===== config.mk =====
export PLATFORM = sky130hd
export DESIGN_NAME = bubble_corrector_pipe
export DESIGN_NICKNAME = d
export VERILOG_FILES = /design/src/rtl/bubble_corrector_pipe.sv
export SDC_FILE = /design/constraint.sdc
export NUM_CORES = 2
export LEC_CHECK = 0
export CAP_MARGIN = 5
export CORE_ASPECT_RATIO = 1.4
export CORE_MARGIN = 4
export CORE_UTILIZATION = 40
export DETAILED_ROUTE_END_ITERATION = 8
export PLACE_DENSITY_LB_ADDON = 0.25
export SLEW_MARGIN = 40
export SYNTH_ARGS = -nofsm -noshare
export SYNTH_HDL_FRONTEND = slang
export SYNTH_SLANG_ARGS = --single-unit

===== constraint.sdc =====
create_clock -name clk -period 11.84 [get_ports clk]
set_input_delay 3.552 -clock clk [delete_from_list [all_inputs] [get_ports clk]]
set_output_delay 3.552 -clock clk [all_outputs]
set_load 0.1 [all_outputs]

===== src/rtl/bubble_corrector_pipe.sv =====
// Pipelined flash-ADC bubble corrector: majority-window bubble suppression,
// thermometer validity checks and ones-count encoding, 3-cycle latency.
// Optional bubble statistics are enabled with the BUBBLE_STATS_EN macro.
module bubble_corrector_pipe #(
  parameter int unsigned N     = 255,
  parameter int unsigned WIN   = 3,
  parameter int unsigned OUT_W = $clog2(N + 1),
  parameter int unsigned CNT_W = 16
) (
  input  logic             clk,
  input  logic             rst,
  input  logic             in_valid,
  input  logic [N-1:0]     therm_in,
  output logic             out_valid,
  output logic [N-1:0]     therm_clean,
  output logic [OUT_W-1:0] code,
  output logic             bubble_raw,
  output logic             bubble_residual,
  output logic             ovr,
  output logic             unr,
  input  logic             stat_clr,
  output logic [CNT_W-1:0] bubble_cnt,
  output logic             bubble_sticky
);

  // Half-window: number of neighbours examined on each side of a bit.
  localparam int unsigned HALF = (WIN - 1) / 2;
  localparam int unsigned EXT_W = N + 2 * HALF;

  // Reject unsupported window sizes at elaboration.
  if (WIN != 3 && WIN != 5) begin : g_bad_win
    $error("bubble_corrector_pipe: WIN must be 3 or 5");
  end

  logic             s1_valid;
  logic [N-1:0]     s1_data;
  logic             s2_valid;
  logic [N-1:0]     s2_clean;
  logic             s2_raw;

  logic [EXT_W-1:0] ext_c;
  logic [N-1:0]     clean_c;
  logic             raw_c;
  logic [OUT_W-1:0] ones_c;
  logic             residual_c;

  // S1: capture the raw comparator word.
  always_ff @(posedge clk) begin
    if (rst) begin
      s1_valid <= 1'b0;
      s1_data  <= '0;
    end else begin
      s1_valid <= in_valid;
      s1_data  <= therm_in;
    end
  end

  // Pad with virtual ones below bit 0 and virtual zeros above bit N-1.
  assign ext_c = {{HALF{1'b0}}, s1_data, {HALF{1'b1}}};

  // Majority vote over each window; ext_c[i+k] maps to therm bit i+k-HALF.
  always_comb begin
    logic [2:0] votes;
    clean_c = '0;
    votes   = '0;
    for (int i = 0; i < int'(N); i++) begin
      votes = '0;
      for (int k = 0; k < int'(WIN); k++) begin
        votes = votes + 3'(ext_c[i + k]);
      end
      clean_c[i] = (votes >= 3'(HALF + 1));
    end
  end

  // A set bit sitting above a clear bit breaks the thermometer property.
  assign raw_c = |(s1_data[N-1:1] & ~s1_data[N-2:0]);

  // S2: register the filtered word and the raw-bubble flag.
  always_ff @(posedge clk) begin
    if (rst) begin
      s2_valid <= 1'b0;
      s2_clean <= '0;
      s2_raw   <= 1'b0;
    end else begin
      s2_valid <= s1_valid;
      s2_clean <= clean_c;
      s2_raw   <= raw_c;
    end
  end

  // Ones-count of the corrected word.
  always_comb begin
    ones_c = '0;
    for (int i = 0; i < int'(N); i++) begin
      ones_c = ones_c + OUT_W'(s2_clean[i]);
    end
  end

  assign residual_c = |(s2_clean[N-1:1] & ~s2_clean[N-2:0]);

  // S3: register code, corrected word and flags onto the outputs.
  always_ff @(posedge clk) begin
    if (rst) begin
      out_valid       <= 1'b0;
      therm_clean     <= '0;
      code            <= '0;
      bubble_raw      <= 1'b0;
      bubble_residual <= 1'b0;
      ovr             <= 1'b0;
      unr             <= 1'b0;
    end else begin
      out_valid       <= s2_valid;
      therm_clean     <= s2_clean;
      code            <= ones_c;
      bubble_raw      <= s2_raw;
      bubble_residual <= residual_c;
      ovr             <= &s2_clean;
      unr             <= ~|s2_clean;
    end
  end

`ifdef BUBBLE_STATS_EN
  // Saturating bubble counter and sticky flag; a clear beats a same-cycle hit.
  always_ff @(posedge clk) begin
    if (rst || stat_clr) begin
      bubble_cnt    <= '0;
      bubble_sticky <= 1'b0;
    end else if (out_valid && bubble_raw) begin
      if (bubble_cnt != {CNT_W{1'b1}}) begin
        bubble_cnt <= bubble_cnt + CNT_W'(1);
      end
      bubble_sticky <= 1'b1;
    end
  end
`else
  // Statistics disabled: outputs held at zero, clear input ignored.
  logic unused_stat_clr;
  assign unused_stat_clr = stat_clr;
  assign bubble_cnt      = '0;
  assign bubble_sticky   = 1'b0;
`endif

endmodule


# [Yosys cells after proc, flatten, opt, wreduce, memory -nomap -nowiden]
# Cells that the tools add are included.
[word_totals] regBits=781 latchBits=0 mem_bits_rw=0 rom_bits=0 in_bits=259 output_inout_bits=285 wordCells=1039 n_memories=0
[classes] n_addsub=763 n_mul=0 div=0 n_lt_le_gt_ge=255 n_eq_ne=0 n_shift=0 n_mux=0 n_bitwise=4 n_reduce_logical=5
[op_table] operator="$add A8 B1 Y8" n=247
[op_table] operator="$add A2 B1 Y3" n=255
[op_table] operator="$ge A3 B2 Y1 const B" n=254
[op_table] operator="$add A1 B1 Y2" n=255
[op_table] operator="$and A254 B254 Y254" n=2
[op_table] operator="$not A254 Y254" n=2
[op_table] operator="$reduce_or A254 Y1" n=2
[op_table] operator="$reduce_and A255 Y1" n=1
[op_table] operator="$reduce_or A255 Y1" n=1
[op_table] operator="$add A7 B1 Y8" n=1
[op_table] operator="$add A6 B1 Y7" n=1
[op_table] operator="$add A5 B1 Y6" n=1
[op_table] operator="$add A4 B1 Y5" n=1
[op_table] operator="$add A3 B1 Y4" n=1
[op_table] operator="$add A1 B1 Y2 const A" n=1
[op_table] operator="$ge A2 B2 Y1 const B" n=1
[op_table] operator="$logic_not A1 Y1" n=1

# [Depth between registers and ports, before layout]
[depth] depth_word=254 ltp_mapped=29 mapped_depth_nobuf=29

# [Least setup slack after synthesis]
# Ideal clock, no wire load.
[synth_path] path_type="register -> register" startpoint="register s2_clean[35]" endpoint="register code[6]" setup_ns=0.128 arrival_ns=7.476 required_time_ns=11.712 setup_slack_ns=4.237 path_stages_with_launch=25 path_buffers=0 period_less_slack_ns=7.603 cell_sequence="dfxtp_1 -> inv_1 -> fa_1 -> inv_1 -> fa_1 -> fa_1 -> inv_1 -> fa_1 -> inv_1 -> fa_1 -> fa_1 -> fa_1 -> fa_1 -> fa_1 -> fa_1 -> inv_1 -> fa_1 -> inv_1 -> fa_1 -> a21o_1 -> a21oi_1 -> o21ai_0 -> a21oi_1 -> xor2_1 -> nor2_1"
[synth_between] elab_chain_len=220
[synth_rtl] item="from (decl)" line="38" rtl="logic [N-1:0] s2_clean;"
[synth_rtl] item="from (signal assigned)" line="86" rtl="s2_clean <= clean_c;"
[synth_rtl] item="$add A8 B1 Y8 (220 in a row)" line="95" rtl="ones_c = ones_c + OUT_W'(s2_clean[i]);"
[synth_rtl] item="to (signal assigned)" line="114" rtl="code <= ones_c;"
[synth_rtl] item="to (decl)" line="16" rtl="output logic [OUT_W-1:0] code,"
# No other way between the ends.
# A chain may end at the register's enable or synchronous reset.

# [Worst setup path after layout]
[layout_path] startpoint="register s2_clean[199]" endpoint="register code[7]"
[layout_between] elab_chain_len=56
[layout_rtl] item="$add A8 B1 Y8 (56 in a row)" line="95"
# No other way between the ends.

==> impl_metrics.json <==
{
  "outcome": "completed",
  "placementRows": 128,
  "switchingPower_mw": 4.33,
  "cts_setup_buffers": 0,
  "fin_cells": 5461,
  "netlist_area_mm2": 0.0353,
  "max-clock-path-buffers": 3,
  "synth-warning-count": 0,
  "layout_commonest_cell": "dfxtp_1",
  "routedWlPerCell_um": 29.7,
  "grt.total_usage": 0.340,
  "use_met1": 0.415,
  "use_met3": 0.0640,
  "worstMarginPinSlew_ns": 0.967,
  "hold_buffers": 0,
  "wl_mm": 162,
  "p_sw_frac": 0.400,
  "finalCoreUtilization": 0.497,
  "synth_seq_cells": 781,
  "power_frac_comb": 0.492,
  "core_mm2": 0.0873,
  "async_flop_share": 0,
  "synthCells": 3655,
  "ir_drop_mv": 0.886,
  "initial_core_util": 0.404,
  "dp_worst_setup_slack_ns": 3.29,
  "crit_fanout": 5,
  "arrival_ns": 9.10,
  "path_clk_slew_ns": 0.06,
  "hold_viol": 0,
  "ys_seq_area_frac": 0.443,
  "fmax_mhz": 116,
  "drc": 0,
  "cts_tree": "done",
  "die_w_um": 259,
  "io_buffers": 525,
  "final_cell_mix": "781 x dfxtp_1, 610 x nor2_1, 451 x a21oi_1",
  "ys.flop_type": "dfxtp_1",
  "grt_pass1_vias": 28100,
  "crit_path_start_kind": "flip-flop",
  "cp.required_ns": 12.35,
  "ant_nets": 0,
  "firstDrtPassIters": 5,
  "drt_iter0_drc": 2683,
  "via_count": 28500,
  "endpoint_kind": "flip-flop",
  "numCtsBuffers": 76,
  "cts_resized": 0,
  "path_class": "reg2reg",
  "timing.slew.headroom": 0.348,
  "holdWs_ns": 0.443,
  "global_route.usage.met2": 0.543,
  "maxCapViolations": 0,
  "final_layout_size_suffix_gt1_frac": 0.107,
  "intPower_mw": 6.50,
  "overflow": 0,
  "clock_latency_ns": 0.65,
  "dp_hpwl_mm": 131,
  "ys_types": 38,
  "design_area_mm2": 0.0434,
  "slew_viol_final": 0,
  "root_buffer": "clkbuf_16",
  "rsz0062_at_grt": "false",
  "yosys-top-cells-area": "dfxtp_1 44%, fa_1 14%, ha_1 10%, nor2b_1 6.6%, nor2_1 6.5%",
  "p_seq_frac": 0.277,
  "synth.largest_area_cell": "dfxtp_1",
  "area.growth.synth_to_final_pct": 23.0,
  "antenna_found_initial": 11,
  "top_usage_layer": "met2",
  "setup_ws_ns": 3.25,
  "cts_sinks": 781,
  "viasPerCell": 5.23,
  "finalSetupTns_ns": 0,
  "grt_first_pass_wirelength_mm": 219,
  "hp-class": "reg2reg",
  "htree_levels": 3,
  "clock_skew_ns": 0.0271,
  "p_leak_nw": 19.6,
  "avgSynthCellArea_um2": 9.65,
  "finalCriticalPeriod_ns": 8.59,
  "p_per_area_mw_per_mm2": 250,
  "die_area_mm2": 0.0931,
  "io_pins": 544,
  "die_y_um": 359,
  "grt_max_degree": 145,
  "power_frac_clock": 0.231,
  "power_mw": 10.8,
  "finalSetupViolCount": 0,
  "dp.cells": 5318,
  "yosysTopAreaCellShare": 0.443,
  "finalCritPeriodShare": 0.725,
  "fin_nets": 5020,
  "place_area_mm2": 0.0407,
  "synth_edf_count": 0,
  "gp_congestion": 1.06
}
[path summary, 6_finish.rpt]
path | start | endpoint | slack, ns | depth (start not counted)
max | s2_clean[199] | code[7] | 3.25 | 26
min | s2_valid | out_valid | 0.44 | 1
max reg2reg | s2_clean[199] | code[7] | 3.25 | 26
min reg2reg | s2_valid | out_valid | 0.44 | 1
[cells in the mapped netlist, types with 2 or more instances]
master and instances:
dfxtp_1 781, nor2_1 610, a21oi_1 455, inv_1 430, nor2b_1 373, ha_1 293
fa_1 241, nor4_1 127, nand4_1 105, clkbuf_1 85, o21ai_0 40, nand2_1 39
buf_4 17, nor3_1 9, o22ai_1 8, a221oi_1 4, and2_1 4, nand2b_1 4
and3_1 3, nand3_1 3, or4_1 3, xnor2_1 3, a31oi_1 2, and4_1 2
[cells by family after synthesis]
kind of cell,share of synthesized area
other,0.000106
muxes,0.000319
adders and majority gates,0.241
buffers and inverters,0.0587
DFF,0.443
AOI/OAI and AO/OA,0.0743
xor gates and xnor gates,0.000993
and+or+nand+nor,0.182
[power by group through the flow]
stage / combinational, mW / clock, mW / sequential (mW)
final: 5.33 / 2.50 / 3.00
after floorplan: 3.86 / 0 / 3.16
after global placement: 5.39 / 0 / 3.04
after detailed placement: 5.44 / 0 / 3.04
after global routing: 6.20 / 2.65 / 3.00
after CTS: 5.46 / 2.54 / 2.99
[state kept, by name, summed over array words and instances, names as in the netlist]
| name | flops |
|---|---|
| s1_data | 255 |
| bubble_raw | 1 |
| s2_raw | 1 |
| unr | 1 |
| s2_valid | 1 |
| s1_valid | 1 |
| bubble_residual | 1 |
| code | 8 |
| s2_clean | 255 |
| out_valid | 1 |
| therm_clean | 255 |
| ovr | 1 |
[layer usage]
layer	wire length, µm	part of all wire
met5	27	0.00017
met2	74100	0.46
met4	13300	0.082
met1	62900	0.39
met3	12100	0.074
[layout make-up]
| cell class | count | area [µm²] |
|---|---|---|
| sequential | 781 | 15600 |
| inverter | 430 | 1610 |
| tap | 1170 | 1460 |
| multi-input combinational | 2356 | 17700 |
| clock inverter | 30 | 370 |
| fill | 8306 | 43900 |
| timing repair buffer | 582 | 4400 |
| antenna | 6 | 15.0 |
| clock buffer | 106 | 2220 |
[worst max-delay path: stages, from the launching register on]
cell	delay, ns
dfxtp_1	0.78
inv_1	0.17
fa_1	0.54
inv_1	0.07
fa_1	0.51
fa_1	0.40
fa_1	0.49
inv_1	0.07
fa_1	0.53
inv_1	0.07
fa_1	0.60
inv_1	0.07
fa_1	0.51
inv_1	0.06
fa_1	0.52
fa_1	0.46
fa_1	0.55
inv_1	0.05
fa_1	0.53
inv_1	0.07
ha_1	0.29
nor2b_1	0.12
o21ai_0	0.20
a21oi_1	0.12
o21ai_0	0.27
a21oi_1	0.13
mux2_2	0.28
(Power assumes the default switching activity.)
